## src/rtl/pipeline_pkg.sv

```systemverilog
// Shared constants and the per-stage datapath transform for the elastic pipeline.
package pipeline_pkg;

   localparam int MODE_PASS = 0;
   localparam int MODE_INC  = 1;
   localparam int MAX_BITS  = 64;

   // Callers zero-extend into MAX_BITS and truncate the result back to BITS,
   // which gives the modulo 2^BITS wrap of the increment mode for free.
   function automatic logic [MAX_BITS-1:0] stage_f(input logic [MAX_BITS-1:0] value,
                                                   input int                  mode);
      return (mode == MODE_INC) ? value + MAX_BITS'(1) : value;
   endfunction

endpackage

```

## src/rtl/pipeline_skid.sv

```systemverilog
// One-entry input skid buffer: in_ready_o comes from the entry register, so
// upstream never sees a combinational path from the downstream ready chain.
module pipeline_skid #(
   parameter int BITS = 8
) (
   input  logic            clk_i,
   input  logic            rst_ni,
   input  logic            flush_i,
   input  logic [BITS-1:0] in_value_i,
   input  logic            in_valid_i,
   output logic            in_ready_o,
   output logic [BITS-1:0] out_value_o,
   output logic            out_valid_o,
   input  logic            out_ready_i
);

   logic            sk_vld_q, sk_vld_d;
   logic [BITS-1:0] sk_val_q, sk_val_d;

   assign in_ready_o  = ~sk_vld_q & ~flush_i;
   assign out_valid_o = sk_vld_q | (in_valid_i & in_ready_o);
   assign out_value_o = sk_vld_q ? sk_val_q : in_value_i;

   always_comb begin
      sk_vld_d = sk_vld_q;
      sk_val_d = sk_val_q;
      if (flush_i) begin
         sk_vld_d = 1'b0;
      end else if (sk_vld_q) begin
         if (out_ready_i) sk_vld_d = 1'b0;
      end else if (in_valid_i && in_ready_o && !out_ready_i) begin
         // Stage 1 is blocked: park the accepted word until the chain moves.
         sk_vld_d = 1'b1;
         sk_val_d = in_value_i;
      end
   end

   always_ff @(posedge clk_i or negedge rst_ni) begin
      if (!rst_ni) begin
         sk_vld_q <= 1'b0;
         sk_val_q <= '0;
      end else begin
         sk_vld_q <= sk_vld_d;
         sk_val_q <= sk_val_d;
      end
   end

endmodule

```

## src/rtl/pipeline_elastic.sv

```systemverilog
// NUMS-deep elastic valid/ready pipeline with bubble collapse, optional input
// skid buffer, synchronous flush and an occupancy counter.
module pipeline_elastic
   import pipeline_pkg::*;
#(
   parameter int NUMS = 10,
   parameter int BITS = 8,
   parameter int SKID = 1,
   parameter int MODE = MODE_PASS
) (
   input  logic                      clock,
   input  logic                      reset_n,
   input  logic                      flush,
   input  logic [BITS-1:0]           in_value,
   input  logic                      in_valid,
   output logic                      in_ready,
   output logic [BITS-1:0]           out_value,
   output logic                      out_valid,
   input  logic                      out_ready,
   output logic [$clog2(NUMS+2)-1:0] count
);

   localparam int CW = $clog2(NUMS+2);

   typedef struct packed {
      logic [BITS-1:0] value;
      logic            valid;
      logic            ready;
   } state_t;

   logic [NUMS:1]           vld_q, vld_d;
   logic [NUMS:1][BITS-1:0] val_q, val_d;
   logic [CW-1:0]           count_q, count_d;
   logic [NUMS:0]           rdy;
   state_t [NUMS-1:0]       src;
   logic                    s0_valid;
   logic [BITS-1:0]         s0_value;
   logic                    acc_in, acc_out;

   // A stage can take new data when it is empty or its successor moves.
   always_comb begin
      rdy       = '0;
      rdy[NUMS] = out_ready;
      for (int k = NUMS; k >= 1; k--) rdy[k-1] = ~vld_q[k] | rdy[k];
   end

   if (SKID != 0) begin : g_skid
      pipeline_skid #(.BITS(BITS)) u_skid (
         .clk_i       (clock),
         .rst_ni      (reset_n),
         .flush_i     (flush),
         .in_value_i  (in_value),
         .in_valid_i  (in_valid),
         .in_ready_o  (in_ready),
         .out_value_o (s0_value),
         .out_valid_o (s0_valid),
         .out_ready_i (rdy[0])
      );
   end else begin : g_bypass
      assign in_ready = rdy[0] & ~flush;
      assign s0_valid = in_valid & in_ready;
      assign s0_value = in_value;
   end

   // src[k] is the view of stage k as seen by stage k+1.
   always_comb begin
      src    = '0;
      src[0] = '{value: s0_value, valid: s0_valid, ready: rdy[0]};
      for (int k = 1; k < NUMS; k++) src[k] = '{value: val_q[k], valid: vld_q[k], ready: rdy[k]};
   end

   always_comb begin
      vld_d = vld_q;
      val_d = val_q;
      for (int k = 1; k <= NUMS; k++) begin
         if (src[k-1].ready) begin
            vld_d[k] = src[k-1].valid;
            if (src[k-1].valid) val_d[k] = BITS'(stage_f(MAX_BITS'(src[k-1].value), MODE));
         end
      end
      if (flush) vld_d = '0;
   end

   assign acc_in  = in_valid & in_ready;
   assign acc_out = vld_q[NUMS] & out_ready;
   assign count_d = flush ? '0 : count_q + CW'(acc_in) - CW'(acc_out);

   always_ff @(posedge clock or negedge reset_n) begin
      if (!reset_n) begin
         vld_q   <= '0;
         val_q   <= '0;
         count_q <= '0;
      end else begin
         vld_q   <= vld_d;
         val_q   <= val_d;
         count_q <= count_d;
      end
   end

   assign out_valid = vld_q[NUMS];
   assign out_value = val_q[NUMS];
   assign count     = count_q;

endmodule

```

## config.mk

```make
export PLATFORM = sky130hd
export DESIGN_NAME = pipeline_elastic
export DESIGN_NICKNAME = d
export VERILOG_FILES = /design/src/rtl/pipeline_pkg.sv /design/src/rtl/pipeline_skid.sv /design/src/rtl/pipeline_elastic.sv
export SDC_FILE = /design/constraint.sdc
export NUM_CORES = 1
export LEC_CHECK = 0
export CAP_MARGIN = 10
export CELL_PAD_IN_SITES_DETAIL_PLACEMENT = 1
export CELL_PAD_IN_SITES_GLOBAL_PLACEMENT = 1
export CORE_MARGIN = 4
export CORE_UTILIZATION = 46
export CTS_BUF_LIST = sky130_fd_sc_hd__clkbuf_4
export DETAILED_ROUTE_END_ITERATION = 8
export PLACE_DENSITY_LB_ADDON = 0.1
export SYNTH_ARGS = -nofsm -noshare
export SYNTH_HDL_FRONTEND = slang
export SYNTH_SLANG_ARGS = --single-unit
export TNS_END_PERCENT = 50
```

## constraint.sdc

```tcl
create_clock -name clock -period 2.3 [get_ports clock]
set_input_delay 0.46 -clock clock [delete_from_list [all_inputs] [get_ports clock]]
set_output_delay 0.46 -clock clock [all_outputs]
set_load 0.05 [all_outputs]
```

==> results of run 1 <==
==> layer usage <==
metal  track usage  wire [um]  vias up
li1              -          -     1157
met2         0.258       3880       24
met1         0.197       3360     1314
met3        0.0442        218        9
met4        0.0475         85        0
met5             0          0        -
==> placed cells by master, fill, tap and decap left out, types with 2 or more instances in the layout <==
cell type | Yosys | final
dfrtp_1 | 103 | 103
mux2_2 | 80 | 80
clkdlybuf4s50_1 | 0 | 23
nor2_1 | 18 | 18
o22ai_1 | 16 | 16
buf_4 | 0 | 15
a21oi_1 | 14 | 14
nand2b_1 | 10 | 10
buf_12 | 0 | 10
clkbuf_4 | 0 | 9
inv_1 | 9 | 7
nand2_1 | 6 | 6
xnor2_1 | 2 | 2
nor2b_1 | 2 | 2
o21ai_2 | 2 | 2
ha_1 | 4 | 2
ha_4 | 0 | 2
clkinv_1 | 0 | 2
inv_6 | 0 | 2
==> flip-flops by register name, summed over array words and instances (netlist names) <==
| signal | count |
|---|---|
| vld_q | 10 |
| src | 72 |
| g_skid.u_skid.sk_vld_q | 1 |
| count | 4 |
| g_skid.u_skid.sk_val_q | 8 |
| out_value | 8 |
==> layout make-up <==
| cell class | instances | area (sq um) | share of cell area |
|---|---|---|---|
| clock buffers | 9 | 67.6 | 0.0135 |
| repair buffers | 50 | 566 | 0.113 |
| multi-input cells | 175 | 1590 | 0.317 |
| well taps | 108 | 135 | 0.0269 |
| inverters | 9 | 36.3 | 0.00723 |
| clock inverters | 7 | 46.3 | 0.00922 |
| flip-flops and latches | 103 | 2580 | 0.513 |
==> power breakdown <==
part	internal, mW	switching, mW
sequential	2.07	0.139
combinational	0.268	0.185
clock	0.224	0.595
total	2.56	0.918
==> logic make-up (layout without fill, tap and decap cells) <==
family | Yosys count | count (layout) | synth area share
simple gates | 50 | 50 | 0.0753
xor+xnor | 3 | 3 | 0.00625
mux | 80 | 80 | 0.214
compound gates | 37 | 37 | 0.0584
buf+inv | 16 | 75 | 0.0158
flops | 103 | 103 | 0.613
fa+ha+maj | 5 | 5 | 0.0167
==> how the worst max path moves through the flow <==
stage,from,slack (ns),depth (start not counted),endpoint
after global placement,flush,-0.07,8,count[1]$_DFF_PN0_
after detailed placement,flush,-0.11,8,count[1]$_DFF_PN0_
after global routing,count[1]$_DFF_PN0_,0.07,1,count[1]
final,count[1]$_DFF_PN0_,0.17,1,count[1]
after CTS,vld_q[10]$_DFFE_PN0P_,0.02,1,out_valid
after floorplan,flush,0.01,9,count[1]$_DFF_PN0_
==> stage by stage <==
step	setup WS, ns	util	instance area, sq um
after floorplan	0.00954	-	4260
after detailed placement	-0.110	0.556	4890
after global routing	0.0680	0.570	5020
final	0.165	0.570	5020
after CTS	0.0219	0.570	5020
after global placement	-0.0677	0.556	4890
==> repair_timing <==
action                                  CTS  global route
setup buffers                             0             0
endpoints found under the hold margin    34             0
hold buffers                              1             0
resized for setup                         0             1
endpoints found under the setup margin    0             1
==> summary.md, run 1 <==
| Metric | Value |
|---|---|
| Via/cell ratio | `5.43` |
| Cell taking the most area after synthesis | `dfrtp_1` |
| Vias in the first global route | `roughly 2800` |
| R2R cell count | `7` |
| Nets | `~370` |
| Tcrit/Tclk final | `0.928` |
| Slowest-stage cell, CP | `clkdlybuf4s50_1` |
| Routability cong. | `0.740` |
| Tmin final | `about 2.1 ns` |
| Outcome | `finished clean` |
| Area delta synth->final | `19.5%` |
| Clock Tree Buf Depth | `2` |
| Avg WL per Cell | `16.4 um` |
| Cell variety after synth | `36` |
| Family with the most delay on the worst path | `buffers and inverters` |
| Setup crit start kind | `register` |
| DR vias | `2504` |
| Hold Path Class | `in2async` |
| CTS tree | `yes` |
| Worst flop-to-flop path endpoint | `count[1]$_DFF_PN0_` |
| IO Pins | `27` |
| Router iterations before antenna repair | `4` |
| Fmax | `~0.47 GHz` |
| Finished Layout Cells | `about 460` |
| Clock skew | `roughly 0.015 ns` |
| Top cells by area, synth | `dfrtp_1 61%, mux2_2 21%, o22ai_1 2.4%` |
| First-pass GRT wire length | `13.6 mm` |
| Syn_nets | `312` |
| Setup CP Type | `reg2out` |
| Number of fill cells | `876` |
| Max-cap violations | `0` |
| Grt total ovfl | `0` |
| Most used DFF post-synth | `dfrtp_1` |
| Setup-failing EPs final | `0` |
| Root Buffer | `clkbuf_4` |
| Sink Count | `103` |
| Top cell type's share of synthesized area | `0.613` |
| Flop-to-flop setup slack | `between 0.3 and 0.4 ns` |
| Commonest cells in the netlist | `103 x dfrtp_1, 80 x mux2_2, 18 x nor2_1` |
| Fraction of registers with async set/reset | `1.00` |
| Worst setup EP type | `output port` |
| Max_slew headroom | `0.647` |
| TritonCTS buffer count | `9` |
| Crit-path cells | `clkdlybuf4s50_1` |
| Post-route ant nets | `0` |
| Peak VDD IR | `about 0.00032 V` |
| DIE WIDTH | `104 um` |
| Post-synth EDFFs | `0` |
| Largest net degree at the start of global routing | `48` |
| Count of input and output buffers | `26` |
| CP required | `1.84 ns` |
| Leak | `2.35 nW` |
| #FFs+latches synth | `roughly 100` |
| CTS H-tree lvls | `3` |
| Routed WL | `between 7 and 8 mm` |
| Clock slew at reported path FFs | `0.15 ns` |
| Worst path max stage delay | `0.82 ns` |
| Hold slack final | `approximately 0.5 ns` |
| Yosys warnings | `0` |
| DPL Wire Length | `between 5 and 6 mm` |
| Iter 0 DRT Violations | `50` |
| ANT cells | `0` |
| Initial antenna violation count | `0` |
| CP Buf/Inv Count | `1` |
| RSZ-0062 raised after global routing | `false` |
| Chip height | `~100 um` |
| Sequential area share after synthesis | `0.613` |
| Synth Area per Inst | `14.3 sq um` |
| Post-Synthesis Cells | `just under 300` |
| Worst-Skew Late Latency | `0.45 ns` |
| Tightest Pin Transition | `between 0.5 and 0.6 ns` |
| Total power | `3.47 mW` |
| Tot GR Track Use | `0.155` |
| Reg2reg start | `g_skid.u_skid.sk_vld_q$_DFF_PN0_` |
| Power Density | `692 mW/mm^2` |
| Core box area | `0.00881 sq mm` |
| Placed Cells | `444` |
| Area of the die | `0.0107 sq mm` |
| Fraction of layout cells with a size suffix above 1 | `0.380` |
| DRC errors left | `0` |
| Initial Utilization | `0.477` |
| Netlist area before placement | `0.00420 sq mm` |
| Fin. max-slew vios | `0` |
| Endpoints failing hold | `0` |
| Crit path DAT | `1.67 ns` |
| Top-count cell post-synth | `dfrtp_1` |
| Setup TNS | `0 ns` |
| Std cell rows | `34` |
| Crit Path Max Fanout | `3` |
No activity file was read; power rests on OpenSTA's default activity.
==> run 2: changes to the inputs <==
Settings changed: SLEW_MARGIN set to 20.
==> results of run 2 <==
Final layout, timing and power as in run 1 (identical DEF).
==> run 3: changes to the inputs <==
Settings changed: ABC_CLOCK_PERIOD_IN_PS set to 2300.
==> results of run 3 <==
Final layout, timing and power as in run 1 (identical DEF).
